### src/rtl/bsg_downstream_read_sequencer.sv
// Read-side sequencer for the downstream channel buffer: fetches two 16-bit
// entries, packs them into one 32-bit core word and returns IO credit tokens.
module bsg_downstream_read_sequencer #(
    parameter int ADDR_W      = 6,
    parameter int TOKEN_RATIO = 4
) (
    input  logic              clk,
    input  logic              rst,
    input  logic [ADDR_W:0]   wptr_sync,
    output logic [ADDR_W-1:0] buf_addr,
    output logic              buf_rd_en,
    input  logic [15:0]       buf_data,
    output logic              core_valid_out,
    output logic [31:0]       core_data_out,
    input  logic              core_ready,
    output logic              io_token_out,
    output logic [ADDR_W:0]   rptr,
    output logic              empty,
    output logic              overflow_err
);

    localparam int DEPTH = 2 ** ADDR_W;
    localparam int CNT_W = $clog2(TOKEN_RATIO);

    typedef enum logic [2:0] {
        IDLE     = 3'd0,
        CAP_LO   = 3'd1,
        FETCH_HI = 3'd2,
        CAP_HI   = 3'd3,
        OUT      = 3'd4
    } state_t;

    state_t             state;
    state_t             state_nxt;
    logic               issue;
    logic               word_load;
    logic [ADDR_W:0]    occupancy;
    logic [15:0]        data_lo;
    logic [CNT_W-1:0]   tok_cnt;

    // Pointers are one bit wider than the address so full and empty differ.
    assign occupancy = wptr_sync - rptr;
    assign empty     = (occupancy == '0);
    assign buf_addr  = rptr[ADDR_W-1:0];
    assign buf_rd_en = issue & ~rst;

    always_comb begin
        state_nxt = state;
        issue     = 1'b0;
        word_load = 1'b0;
        case (state)
            IDLE: begin
                if (!empty) begin
                    issue     = 1'b1;
                    state_nxt = CAP_LO;
                end
            end
            CAP_LO: begin
                if (!empty) begin
                    issue     = 1'b1;
                    state_nxt = CAP_HI;
                end else begin
                    state_nxt = FETCH_HI;
                end
            end
            FETCH_HI: begin
                if (!empty) begin
                    issue     = 1'b1;
                    state_nxt = CAP_HI;
                end
            end
            CAP_HI: begin
                word_load = 1'b1;
                state_nxt = OUT;
            end
            OUT: begin
                if (core_ready) begin
                    if (!empty) begin
                        issue     = 1'b1;
                        state_nxt = CAP_LO;
                    end else begin
                        state_nxt = IDLE;
                    end
                end
            end
            default: state_nxt = IDLE;
        endcase
    end

    always_ff @(posedge clk) begin
        if (rst) begin
            state          <= IDLE;
            rptr           <= '0;
            data_lo        <= '0;
            core_valid_out <= 1'b0;
            core_data_out  <= '0;
            io_token_out   <= 1'b0;
            tok_cnt        <= '0;
            overflow_err   <= 1'b0;
        end else begin
            state        <= state_nxt;
            io_token_out <= 1'b0;
            if (issue) begin
                rptr <= rptr + (ADDR_W+1)'(1);
                if (tok_cnt == CNT_W'(TOKEN_RATIO - 1)) begin
                    tok_cnt      <= '0;
                    io_token_out <= 1'b1;
                end else begin
                    tok_cnt <= tok_cnt + CNT_W'(1);
                end
            end
            if (state == CAP_LO) begin
                data_lo <= buf_data;
            end
            if (word_load) begin
                core_data_out  <= {buf_data, data_lo};
                core_valid_out <= 1'b1;
            end else if (state == OUT && core_ready) begin
                core_valid_out <= 1'b0;
            end
            if (occupancy > (ADDR_W+1)'(DEPTH)) begin
                overflow_err <= 1'b1;
            end
        end
    end

endmodule
### config.mk
export PLATFORM = sky130hd
export DESIGN_NAME = bsg_downstream_read_sequencer
export DESIGN_NICKNAME = d
export VERILOG_FILES = /design/src/rtl/bsg_downstream_read_sequencer.sv
export SDC_FILE = /design/constraint.sdc
export NUM_CORES = 1
export LEC_CHECK = 0
export ABC_AREA = 1
export BUFFER_PORTS_ARGS = -buffer_cell sky130_fd_sc_hd__buf_2
export CAP_MARGIN = 10
export CORE_MARGIN = 4
export CORE_UTILIZATION = 47
export CTS_CLUSTER_SIZE = 16
export DETAILED_ROUTE_END_ITERATION = 8
export PLACE_DENSITY = 0.76
export SLEW_MARGIN = 10
export SYNTH_ARGS = -nofsm -noshare
export SYNTH_HDL_FRONTEND = slang
export SYNTH_SLANG_ARGS = --single-unit
export TNS_END_PERCENT = 20
### constraint.sdc
create_clock -name clk -period 1.9 [get_ports clk]
set_clock_uncertainty 0.05 [all_clocks]
set_input_delay 0.285 -clock clk [delete_from_list [all_inputs] [get_ports clk]]
set_output_delay 0.285 -clock clk [all_outputs]
set_load 0.01 [all_outputs]
* Word-level counts from Yosys, hierarchy flattened *
Cells that the tools add are included.

storage, ports and cells
  register bits = 63
  input port bits = 26
  word-level logic and storage cells = 44

operators by class
  $add $sub $neg = 3
  magnitude comparators = 1
  eq/ne operators = 8
  multiplexer cells = 14
  bitwise logic cells = 3
  reduce and logical (&&, ||, !) cells = 7

operators with widths
  operator                                                               number
  3-bit case mux with 5 select lines                                     1
  3-bit 2-to-1 mux                                                       3
  1-bit 2-to-1 mux                                                       8
  7-bit by 1-bit adder with 7-bit output, second input constant          1
  7-bit greater-than comparator, second input constant                   1
  7-bit logical NOT                                                      1
  7-bit subtractor                                                       1
  3-bit by 2-bit equality test with 1-bit output, second input constant  2
  2-bit != test, second input constant                                   3
  3-bit by 1-bit equality test with 1-bit output, second input constant  1
  3-bit equality test, second input constant                             1
  3-bit logical NOT                                                      1
  3-bit AND reduction                                                    1
  3-bit OR reduction                                                     1
  2-bit by 1-bit adder with 2-bit output, second input constant          1
  2-bit equality test, second input constant                             1
  2-bit 2-to-1 mux                                                       1
  1-bit inverter                                                         2
  1-bit case mux with 2 select lines                                     1
  2-bit nonzero test                                                     1
  2-bit OR reduction                                                     1
  1-bit AND                                                              1
  1-bit logical AND                                                      1

* Logic depth before layout (Yosys ltp) *
Gate-level depths: netlist (run 1).

  depth in word-level cells = 7
  mapped depth = 14

* Worst setup path after synthesis (run 1) *
Ideal clock, no wire load.

  path kind = reg-to-output
  start = reg rptr[2]
  end = out empty
  data arrival time = 1,711 ps
  required time = 1,565 ps
  slack = -146 ps
  cell stages (with the launch flop) = 13
  path buffers = 1
  cell sequence = dfxtp_1 > inv_1 > ha_1 > nand2_1 > nand2_2 > inv_2 > nand3b_1 > nand2_2 > nand2_2 > nor2_4 > nand2_4 > buf_12 > inv_1

between the ends
  cells in the longest elaborated chain, start to end = 2

RTL lines
  what                    RTL line  text
  from (decl)             17        output logic [ADDR_W:0] rptr,
  from (signal assigned)  104       rptr <= rptr + (ADDR_W+1)'(1);
  7-bit subtractor        42        assign occupancy = wptr_sync - rptr;
  7-bit logical NOT       43        assign empty = (occupancy == '0);
  to (decl)               18        output logic empty,

No other way between the ends.

* Worst setup path in the final report (run 1) *
  start = reg rptr[2]
  end = out buf_rd_en

between the ends
  cells in the longest elaborated chain, start to end = 6

RTL lines
  what                                  RTL line  text
  7-bit subtractor *                    42
  7-bit logical NOT *                   43
  1-bit 2-to-1 mux *                    -
  1-bit 2-to-1 mux                      77        if (core_ready) begin
  1-bit case mux with 2 select lines *  51        case (state)
  1-bit AND *                           45        assign buf_rd_en = issue & ~rst;
  to (decl)                             11        output logic buf_rd_en,

Mark *: on every way between the ends. The rest lies on a longest branch, timed or not.

==> summary.txt, run 1 <==
Clock network
  • Root Buffer: clkbuf_8
  • TritonCTS clock tree: yes
  • CTS Sinks: 63
  • Clock Pin Slew Worst Setup and Hold Paths: 0.07 ns
  • Num CTS Buffers: 9
  • H-Tree Level Count: 3
  • Worst-skew pair later-pin latency: 0.33 ns
  • Clock buffer depth: 2

Setup path
  • CP Max Fanout: 6
  • CP required: 1.56 ns
  • CP max stage cell: dfxtp_2
  • Critical path's top delay family: simple AND/OR/NAND/NOR gates
  • R2R setup slack: -0.07 ns
  • Kind of critical path: reg -> out
  • Critical path capture point type: primary output
  • Critical path cell sequence: inv_2 > ha_4 > nand2_2 > nor2_2 > nand2_2 > nand4_1 > nand2_2 > nor2_4 > nand2_4 > nand2_4 > nor2_1 > buf_2
  • Bufs and invs on worst path: 2
  • CP most frequent cell: nand2_2
  • Startpoint Class: flip-flop
  • Slowest cell delay on critical path: 0.33 ns
  • Critical Path AT: 1.96 ns

Synth
  • Yosys warns: 0
  • Synth Net Count: 397
  • Yosys top cell area share: 44.8%
  • Asr flop ratio synth: 0%
  • Number of enable flip-flop cells after synthesis: 0
  • Yosys top cell by area: dfxtp_1
  • Count leader, synth: dfxtp_1
  • Flops & latches, synth: 63
  • Syn Area/Cell: 7.76 um^2
  • Sequential area share after synthesis: 44.8%
  • Top post-synthesis cells by area: dfxtp_1 (45%), o21ai_0 (8.5%), nor2_1 (6.5%)
  • Post-synth top cells: dfxtp_1 (63), nor2_1 (49), o21ai_0 (48)
  • Post-Synthesis Cells: 363
  • Dominant synthesized flop cell: dfxtp_1
  • Netlist cell types: 25
  • Post-Syn Area: 2820 um^2

Place
  • PortBufs: 75
  • Placed Area: 3340 um^2
  • DP Worst Slack: -0.0753 ns
  • RD Place Congestion: 0.858
  • Hpwl dp: 4850 um

STA
  • Fmax achieved: 0.436 GHz
  • Slew Limit Fails: 0
  • Final WS setup: -0.395 ns
  • Final number of hold-violating endpoints: 0
  • Worst-Margin Slew: 0.602 ns
  • Rel. slew slack: 59.8%
  • # setup viols final: 6
  • Fin crit period: 2.29 ns
  • Fin crit share: 121%
  • RSZ-0062 raised after global routing: true

Die
  • Std cell rows: 27
  • Die Height: 85.4 um
  • CORE AREA: 5640 um^2
  • Die width: 85.4 um
  • Die Footprint: 7290 um^2
  • Starting Density: 49.9%
  • # IOs: 76

Run
  • Max-cap violations: 0

GRT
  • Final global-route overflow total: 0
  • Vias in the first global route: 2,508
  • Met3 Use GR: 5.34%
  • Grt met2 use: 31.6%
  • First-pass GRT wire length: 11,800 um
  • All-Layer GR Usage: 20.0%
  • GRT Max-Usage Layer: met2
  • Met1 usage: 26.0%
  • Initial antenna violation count: 0
  • Largest net degree at the start of global routing: 51

Detailed routing
  • Post-detailed-route wirelength per cell: 13.5 um
  • Initial drt markers: 144
  • DRC Markers: 0
  • Drt first pass iters: 4
  • Routed via count: 2,583
  • Final ANT Viol Nets: 0
  • Total Routed Length: 7070 um
  • Routed vias/inst: 4.92

Layout
  • Share of cells above drive strength 1: 39.7%
  • Diodes inserted: 0
  • Post-route cell area: 3640 um^2
  • Nets: 482
  • Synth-to-layout area growth: 29.4%

Outcome
  • Status: finished with violations
  • Failing checks: negative setup slack

Pwr
  • Leakage: 0.00176 uW
  • Cell Pwr Density: 914 nW/um^2
  • Worst VDD drop: 670 uV

Worst hold path
  • Hold Crit Class: in -> reg
metal layers:
metal,vias up,routed length (um)
li1,1329,-
met1,1158,3110
met2,86,3390
met3,10,453
met4,0,111
met5,-,0
path summary, 6_finish.rpt:
check,startpoint,to,cells after the start
min,buf_data[3],core_data_out[19]$_SDFFE_PP0P_,3
max reg2reg,rptr[2]$_SDFFE_PP0P_,rptr[1]$_SDFFE_PP0P_,13
min reg2reg,data_lo[3]$_SDFFE_PP0P_,data_lo[3]$_SDFFE_PP0P_,2
max,rptr[2]$_SDFFE_PP0P_,buf_rd_en,12
cell families (layout without fill, tap and decap cells):
kind of cell / after synthesis / count (layout) / share of synthesized area (%)
AO/OA/AOI/OAI: 91 / 91 / 17.8
XOR/XNOR: 5 / 5 / 1.56
adder cells (fa/ha/maj): 8 / 8 / 3.56
buffers and inverters: 67 / 157 / 10.5
flip-flops: 63 / 63 / 44.8
AND/OR/NAND/NOR: 129 / 129 / 21.8
placed cells by master, fill, tap and decap left out, drive strengths merged:
cell      count
ha            8
nor3          4
nand4         3
or2           1
inv          43
clkbuf        9
nor3b         1
nor2         51
buf          98
nand3        16
xor2          5
nand2        52
clkinv        4
o21ai        48
dfxtp        63
a21oi        43
nand3b        1
clkinvlp      3
through the flow:
step / hold slack (ns) / utilization, % / setup TNS (ns) / cells / total power, uW
after floorplan: 0.297 / - / 0 / 363 / 2030
after global routing: 0.157 / 64.6 / -2.33 / 525 / 3530
after global placement: 0.389 / 59.2 / 0 / 504 / 2250
after detailed placement: 0.393 / 59.2 / -0.308 / 504 / 2270
after CTS: 0.131 / 63.6 / -0.572 / 525 / 3310
final: 0.145 / 64.6 / -0.802 / 525 / 3330
worst reg2reg max path: stages, from the launching register on:
cell,delay [ns]
dfxtp_2,0.33
inv_2,0.06
ha_4,0.31
nand2_2,0.08
nor2_2,0.15
nand2_2,0.09
nand4_1,0.10
nand2_2,0.10
nor2_4,0.11
nand2_4,0.08
nand2_4,0.06
buf_4,0.16
nand2_1,0.09
a21oi_2,0.15
where the power goes:
group | internal (uW) | switching, uW
combinational | 334 | 482
sequential | 1460 | 60.7
clock | 471 | 525
state kept, by name, summed over array words and instances, names as in the netlist:
register        cells
core_data_out      32
data_lo            16
rptr                7
state               3
tok_cnt             2
core_valid_out      1
io_token_out        1
overflow_err        1
repair_timing:
| item | CTS | global route |
|---|---|---|
| buffers inserted | 5 | 1 |
| setup endpoints to repair | 10 | 12 |
| hold endpoints to repair | 0 | 0 |
| gates resized for setup | 12 | 17 |
| pin swaps | 12 | 15 |
| hold buffers | 0 | 0 |
layout make-up:
| cell class | instances | area [um^2] |
|---|---|---|
| Fill cell | 482 | 2000 |
| Multi-Input combinational cell | 233 | 1400 |
| Sequential cell | 63 | 1270 |
| Timing Repair Buffer | 98 | 552 |
| Inverter | 43 | 161 |
| Clock buffer | 9 | 124 |
| Tap cell | 72 | 90.1 |
| Clock inverter | 7 | 50.0 |
(Power assumes the default switching activity.)
==> run 2, diff against run 1 <==
Settings changed: ABC_AREA 1 to default, CORE_UTILIZATION 47 to 46, PLACE_DENSITY 0.76 to 0.75.
==> run 2 against run 1 <==
The flow still finishes with violations (negative setup slack); clock power is 24% higher; first-iteration DRC count is 24% lower; highest routed layer unchanged; cell count is 7.0% lower; routed wire length is 13% lower; die area is 4.1% lower; combinational power is 9.3% lower; register-to-register slack worse by 0.39 ns; sequential cell count stayed put; design area is 3.9% lower; global-route usage is 2.1 points lower.
==> summary.txt, run 2 <==
Place
  • RD Place Congestion: 0.870 (+1.3%)
  • DP Worst Slack: -0.554 ns (-0.478 ns)
  • PortBufs: 75 (unchanged)
  • Placed Area: 3240 um^2 (-3.0%)
  • Hpwl dp: 4430 um (-8.7%)

Outcome
  • Failing checks: negative setup slack
  • Status: finished with violations

STA
  • Final number of hold-violating endpoints: 0 (unchanged)
  • RSZ-0062 raised after global routing: true
  • Rel. slew slack: 73.4% (+14 points)
  • Worst-Margin Slew: 0.394 ns (-0.208 ns)
  • Final WS setup: -0.775 ns (-0.380 ns)
  • Slew Limit Fails: 0 (unchanged)
  • Fin crit share: 141% (+20 points)
  • Fin crit period: 2.67 ns (+0.380 ns)
  • # setup viols final: 14 (+8)
  • Fmax achieved: 0.374 GHz (-14%)

GRT
  • Final global-route overflow total: 0 (unchanged)
  • All-Layer GR Usage: 17.9% (-2.1 points)
  • Largest net degree at the start of global routing: 33 (-35%)
  • Vias in the first global route: 2,305 (-8.1%)
  • First-pass GRT wire length: 10,400 um (-11%)
  • Initial antenna violation count: 0 (unchanged)

Layout
  • Nets: 445 (-7.7%)
  • Commonest cells after routing, fill and taps aside: nand2_1 (102), buf_2 (75), dfxtp_1 (58)
  • Share of cells above drive strength 1: 35.6% (-4.2 points)
  • Top flop regs: core_data_out: 32 flops, data_lo: 16 flops, rptr: 7 flops
  • Max reg flops: 32 (unchanged)
  • Most common cell after layout, fill and taps aside: nand2_1
  • Top reg by flops: core_data_out
  • Post-route cell area: 3500 um^2 (-3.9%)
  • Synth-to-layout area growth: 33.2%
  • Diodes inserted: 0 (unchanged)

Clock network
  • TritonCTS clock tree: yes
  • H-Tree Level Count: 3 (unchanged)
  • Clock buffer depth: 2 (unchanged)
  • Root Buffer: clkbuf_8
  • CTS Sinks: 63 (unchanged)
  • Num CTS Buffers: 9 (unchanged)
  • Clock Pin Slew Worst Setup and Hold Paths: 0.07 ns (about the same)
  • Worst-skew pair later-pin latency: 0.32 ns (about the same)

Pwr
  • NetSw: 982 uW (-8.0%)
  • Worst VDD drop: 672 uV (+0.34%)
  • Reg power frac: 43.0% (-2.6 points)
  • Comb power frac: 21.4% (-3.1 points)
  • Leakage: 0.00149 uW (-16%)
  • Cell Pwr Density: 990 nW/um^2 (+8.2%)
  • Clock power share: 35.7% (+5.8 points)
  • P_int: 2480 uW (+9.7%)
  • Switching Fraction: 28.3% (-3.7 points)

Die
  • # IOs: 76 (unchanged)
  • Die Height: 83.6 um (-2.1%)
  • Std cell rows: 27 (unchanged)
  • Starting Density: 47.5% (-2.4 points)
  • Die width: 83.6 um (-2.1%)
  • CORE AREA: 5540 um^2 (-1.8%)
  • Die Footprint: 6990 um^2 (-4.1%)

Worst hold path
  • Hold Crit Class: in -> reg
  • WHS Path Cells: 3 (unchanged)

Synth
  • Yosys top cell area share: 48.0% (+3.2 points)
  • Flops & latches, synth: 63 (unchanged)
  • Sequential area share after synthesis: 48.0% (+3.2 points)
  • Netlist cell types: 40 (+60%)
  • Post-synth top cells: nand2_1 (102), dfxtp_1 (63), a21oi_1 (59)
  • Post-Synthesis Cells: 326 (-10%)
  • Yosys top cell by area: dfxtp_1
  • Count leader, synth: nand2_1
  • Dominant synthesized flop cell: dfxtp_1
  • Post-Syn Area: 2630 um^2 (-6.6%)
  • Yosys warns: 0 (unchanged)
  • Number of enable flip-flop cells after synthesis: 0 (unchanged)
  • Asr flop ratio synth: 0% (unchanged)
  • Synth Net Count: 360 (-9.3%)
  • Syn Area/Cell: 8.07 um^2 (+4.0%)
  • Top post-synthesis cells by area: dfxtp_1 (48%), nand2_1 (15%), a21oi_1 (11%)

Detailed routing
  • Routed vias/inst: 5.01 (+1.9%)
  • Initial drt markers: 109 (-24%)
  • Routed via count: 2,446 (-5.3%)
  • Drt first pass iters: 4 (unchanged)
  • Total Routed Length: 6180 um (-13%)
  • Final ANT Viol Nets: 0 (unchanged)
  • Post-detailed-route wirelength per cell: 12.7 um (-5.9%)
  • DRC Markers: 0 (unchanged)

Setup path
  • Critical path capture point type: primary output
  • CP required: 1.56 ns (about the same)
  • Startpoint Class: flip-flop
  • Kind of critical path: reg -> out
  • Critical Path AT: 2.34 ns (+0.38 ns)
  • Worst reg2reg path depth: 11 (-2)
  • CP Max Fanout: 17 (+11)

Run
  • Max-cap violations: 0 (unchanged)
==> run 2: changes by cell type after synthesis, moves of 5 or more <==
cell and change:
nand3_2 -8, o21ai_0 -47, nand2_1 +59, a21oi_1 +26, nand2_2 -7, or3_1 +5, inv_1 -35, a21oi_2 -9
nor2_1 -38
==> run 2: stage by stage <==
step	TNS [ns]	hold slack (ns)	instances	utilization, %	total power (uW)
floorplan	-3.62	0.371	326	-	2000
global placement	-4.84	0.385	471	58.4	2220
detailed placement	-5.53	0.392	471	58.4	2240
CTS	-5.10	0.139	487	62.9	3490
global route	-6.83	0.141	488	63.2	3650
finish	-5.36	0.151	488	63.2	3470
==> run 2: final timing paths <==
kind | slack (ns) | endpoint | start
setup / recovery | -0.77 | buf_rd_en | rptr[2]$_SDFFE_PP0P_
hold / removal | 0.15 | data_lo[1]$_SDFFE_PP0P_ | buf_data[1]
setup reg to reg | -0.46 | rptr[5]$_SDFFE_PP0P_ | rptr[2]$_SDFFE_PP0P_
hold reg to reg | 0.40 | core_data_out[5]$_SDFFE_PP0P_ | data_lo[5]$_SDFFE_PP0P_
==> run 2: final cells by class <==
cell class | count | area (um^2)
timing repair buffer | 100 | 576
multi-input combinational | 230 | 1310
sequential | 63 | 1280
inverter | 7 | 28.8
fill | 497 | 2040
clock buffer | 12 | 166
clock inverter | 4 | 50.0
tap | 72 | 90.1
==> run 2: metal layers <==
metal	global-route usage (%)	up-vias	part of all wire (%)
li1	-	1248	-
met1	22.5	1123	44
met2	29.6	65	49
met3	4.44	10	5.7
met4	6.58	0	1.6
met5	0	-	0
==> run 2: cell families (layout without fill, tap and decap cells) <==
logic type | count (synthesis) | after routing | share of synthesized area (%)
mux | 2 | 2 | 0.761
flops | 63 | 63 | 48.0
simple gates | 142 | 142 | 23.1
buf+inv | 33 | 123 | 6.61
fa+ha+maj | 8 | 8 | 3.81
compound gates | 74 | 74 | 16.4
xor+xnor | 4 | 4 | 1.33
==> run 2: critical path, stage by stage (launching register included) <==
cell and delay [ns]:
dfxtp_4 0.36, inv_4 0.04, ha_4 0.20, o21ai_2 0.13, a21oi_2 0.06, buf_4 0.14, o311ai_2 0.21, buf_4 0.17
o311ai_4 0.11, o31ai_4 0.23, buf_12 0.18, nor2_2 0.04, buf_2 0.15
==> run 2: power groups by stage <==
stage                     combinational [uW]  sequential [uW]  clock, uW
after floorplan                          452             1550          0
after global placement                   709             1510          0
after detailed placement                 725             1520          0
after CTS                                741             1490       1260
after global routing                     823             1500       1330
final                                    741             1490       1240
==> run 2: repair_timing <==
action / in CTS / in global routing
setup endpoints to repair: 14 / 14
buffers inserted: 0 / 1
gates resized for setup: 9 / 3
hold buffers: 0 / 0
pin swaps: 7 / 2
==> run 3, diff against run 2 <==
Settings changed: PLACE_DENSITY 0.75 to 0.73.
==> run 3 against run 2 <==
The run still ends with negative setup slack left; via count grew 2.9%; fmax grew 2.5%; sequential share of layout area shrank 1.4 points; worst setup slack gained 0.065 ns; global-route usage grew 2.3 points; design area grew 4.1%; largest power group unchanged; first-iteration DRC count grew 29%; sequential cell count is the same; power grew 5.6%; combinational power grew 13%; highest routed layer unchanged; utilization grew 2.6 points; count of clock-buffer cells in the layout shrank 1.
==> summary.txt, run 3 (synthesis results as in run 2) <==
Detailed routing
  • DRC Markers: 0 (unchanged)
  • Initial drt markers: 141 (+29%)
  • Drt first pass iters: 4 (unchanged)
  • Total Routed Length: 6980 um (+13%)
  • Routed via count: 2,516 (+2.9%)
  • Routed wl met3: 472 um (+33%)
  • Metal-1 WL: 3000 um (+10%)
  • Routed vias/inst: 5.08 (+1.4%)
  • Highest metal used: met4
  • Post-detailed-route wirelength per cell: 14.1 um (+11%)
  • Detail Route met2 WL: 3450 um (+15%)
  • Final ANT Viol Nets: 0 (unchanged)

Layout
  • Nets: 452 (+1.6%)
  • Synth-to-layout area growth: 38.6%
  • Max reg flops: 32 (unchanged)
  • Top reg by flops: core_data_out
  • Layout Cells excl Fill: 495 (+1.4%)
  • Share of cells above drive strength 1: 38.8% (+3.2 points)
  • Post-route cell area: 3640 um^2 (+4.1%)
  • Post-layout util: 65.8% (+2.6 points)
  • Layout fillers: 453 (-8.9%)
  • Commonest cells after routing, fill and taps aside: nand2_1 (102), buf_2 (76), dfxtp_1 (58)
  • Top flop regs: core_data_out: 32 flops, data_lo: 16 flops, rptr: 7 flops
  • Diodes inserted: 0 (unchanged)
  • Most common cell after layout, fill and taps aside: nand2_1

Setup path
  • RR Endpoint: rptr[6]$_SDFFE_PP0P_
  • R2R setup slack: -0.67 ns (-0.21 ns)
  • Worst reg2reg path depth: 11 (unchanged)
  • Critical Path AT: 2.27 ns (-0.07 ns)
  • Kind of critical path: reg -> out
  • CP Max Fanout: 3 (-14)
  • RR Startpoint: rptr[2]$_SDFFE_PP0P_
  • CP required: 1.56 ns (about the same)
  • Critical path capture point type: primary output
  • Startpoint Class: flip-flop

Clock network
  • TritonCTS clock tree: yes
  • Worst-skew pair later-pin latency: 0.33 ns (about the same)
  • Clock Pin Slew Worst Setup and Hold Paths: 0.07 ns (about the same)
  • # hold bufs at CTS: 0 (unchanged)
  • Clock buffer depth: 2 (unchanged)
  • H-Tree Level Count: 3 (unchanged)
  • Root Buffer: clkbuf_8
  • CTS Sinks: 63 (unchanged)
  • Num CTS Buffers: 9 (unchanged)

Place
  • Placed Area: 3250 um^2 (+0.23%)
  • PortBufs: 75 (unchanged)
  • DP Worst Slack: -0.524 ns (+0.0300 ns)
  • RD Place Congestion: 0.797 (-8.4%)
  • Placed insts: 472 (+0.21%)
  • Hpwl dp: 4580 um (+3.6%)

STA
  • Final number of hold-violating endpoints: 0 (unchanged)
  • Fin crit share: 137% (-3.4 points)
  • Slew Limit Fails: 0 (unchanged)
  • Worst-Margin Slew: 0.437 ns (+0.0425 ns)
  • Setup TNS: -7.42 ns (-2.06 ns)
  • Final WS setup: -0.710 ns (+0.0649 ns)
  • Fin crit period: 2.61 ns (-0.0649 ns)
  • # setup viols final: 14 (unchanged)
  • Rel. slew slack: 70.8% (-2.7 points)
  • RSZ-0062 raised after global routing: true
  • Fmax achieved: 0.383 GHz (+2.5%)

Die
  • Die width: 83.6 um (unchanged)
  • # IOs: 76 (unchanged)
  • Die Height: 83.6 um (unchanged)
  • Die Footprint: 6990 um^2 (unchanged)
  • Starting Density: 47.5% (unchanged)
  • Std cell rows: 27 (unchanged)
  • CORE AREA: 5540 um^2 (unchanged)

Outcome
  • Status: finished with violations
  • Failing checks: negative setup slack

Pwr
  • Cell Pwr Density: 1000 nW/um^2 (+1.4%)
  • Leakage: 0.00154 uW (+3.5%)
  • Worst VDD drop: 604 uV (-10%)

GRT
  • Largest net degree at the start of global routing: 34 (+3.0%)
  • Initial antenna violation count: 0 (unchanged)
  • Final global-route overflow total: 0 (unchanged)
  • First-pass GRT wire length: 11,500 um (+9.9%)
  • Vias in the first global route: 2,414 (+4.7%)
  • All-Layer GR Usage: 20.2% (+2.3 points)

Worst hold path
  • Hold Path End: core_data_out[17]$_SDFFE_PP0P_
  • Hold Crit Class: in -> reg
  • WHS Path Cells: 3 (unchanged)
  • Min-delay src: buf_data[1]

Run
  • Max-cap violations: 0 (unchanged)
-- run 3: cell type report --
cell class	instances	area (um^2)	share of cell area [%]
tap	72	90.1	2.47
inverter	7	26.3	0.721
clock buffer	11	153	4.19
multi-input combinational	230	1400	38.3
timing repair buffer	107	624	17.1
sequential	63	1280	35.0
clock inverter	5	78.8	2.16
-- run 3: metal layers --
metal  global-route usage, %  vias to the layer above
met2                    32.7                       81
met5                       0                        -
met1                    25.6                     1165
met3                    6.71                        8
li1                        -                     1262
met4                    5.70                        0
-- run 3: what timing repair did --
action / in CTS / in global routing
cloned: 0 / 1
gates resized for setup: 18 / 10
pin swaps: 5 / 8
setup buffers: 1 / 6
endpoints found under the setup margin: 14 / 14
-- run 3: worst max-delay path by stage --
stage | start | endpoint | slack, ns | cells after the start
6_report | rptr[2]$_SDFFE_PP0P_ | empty | -0.71 | 10
5_1_grt | rptr[2]$_SDFFE_PP0P_ | buf_rd_en | -0.84 | 11
4_1_cts | rptr[2]$_SDFFE_PP0P_ | buf_rd_en | -0.73 | 12
3_3_place_gp | wptr_sync[2] | rptr[5]$_SDFFE_PP0P_ | -0.47 | 10
3_5_place_dp | wptr_sync[2] | buf_rd_en | -0.52 | 12
2_1_floorplan | rptr[2]$_SDFFE_PP0P_ | rptr[5]$_SDFFE_PP0P_ | -0.34 | 9
-- run 3: where the power goes --
part,internal [uW],leakage [uW],switching [uW]
Combinational,381,0.000902,454
Clock,816,0.000118,512
Sequential,1430,0.000516,65.9
-- run 3: metrics by stage --
| step | power [uW] | hold WS [ns] |
|---|---|---|
| 2_1_floorplan | 2000 | 0.371 |
| 3_3_place_gp | 2230 | 0.390 |
| 3_5_place_dp | 2250 | 0.395 |
| 4_1_cts | 3630 | 0.141 |
| 5_1_grt | 3860 | 0.137 |
| 6_report | 3660 | 0.151 |
-- run 3: critical path: stages, from the launching register on --
cell	delay, ns
dfxtp_4	0.35
inv_2	0.04
ha_4	0.23
o21ai_4	0.15
a21oi_4	0.06
or3_4	0.41
a22oi_2	0.27
buf_4	0.15
or2_4	0.12
nor2_2	0.04
buf_2	0.13
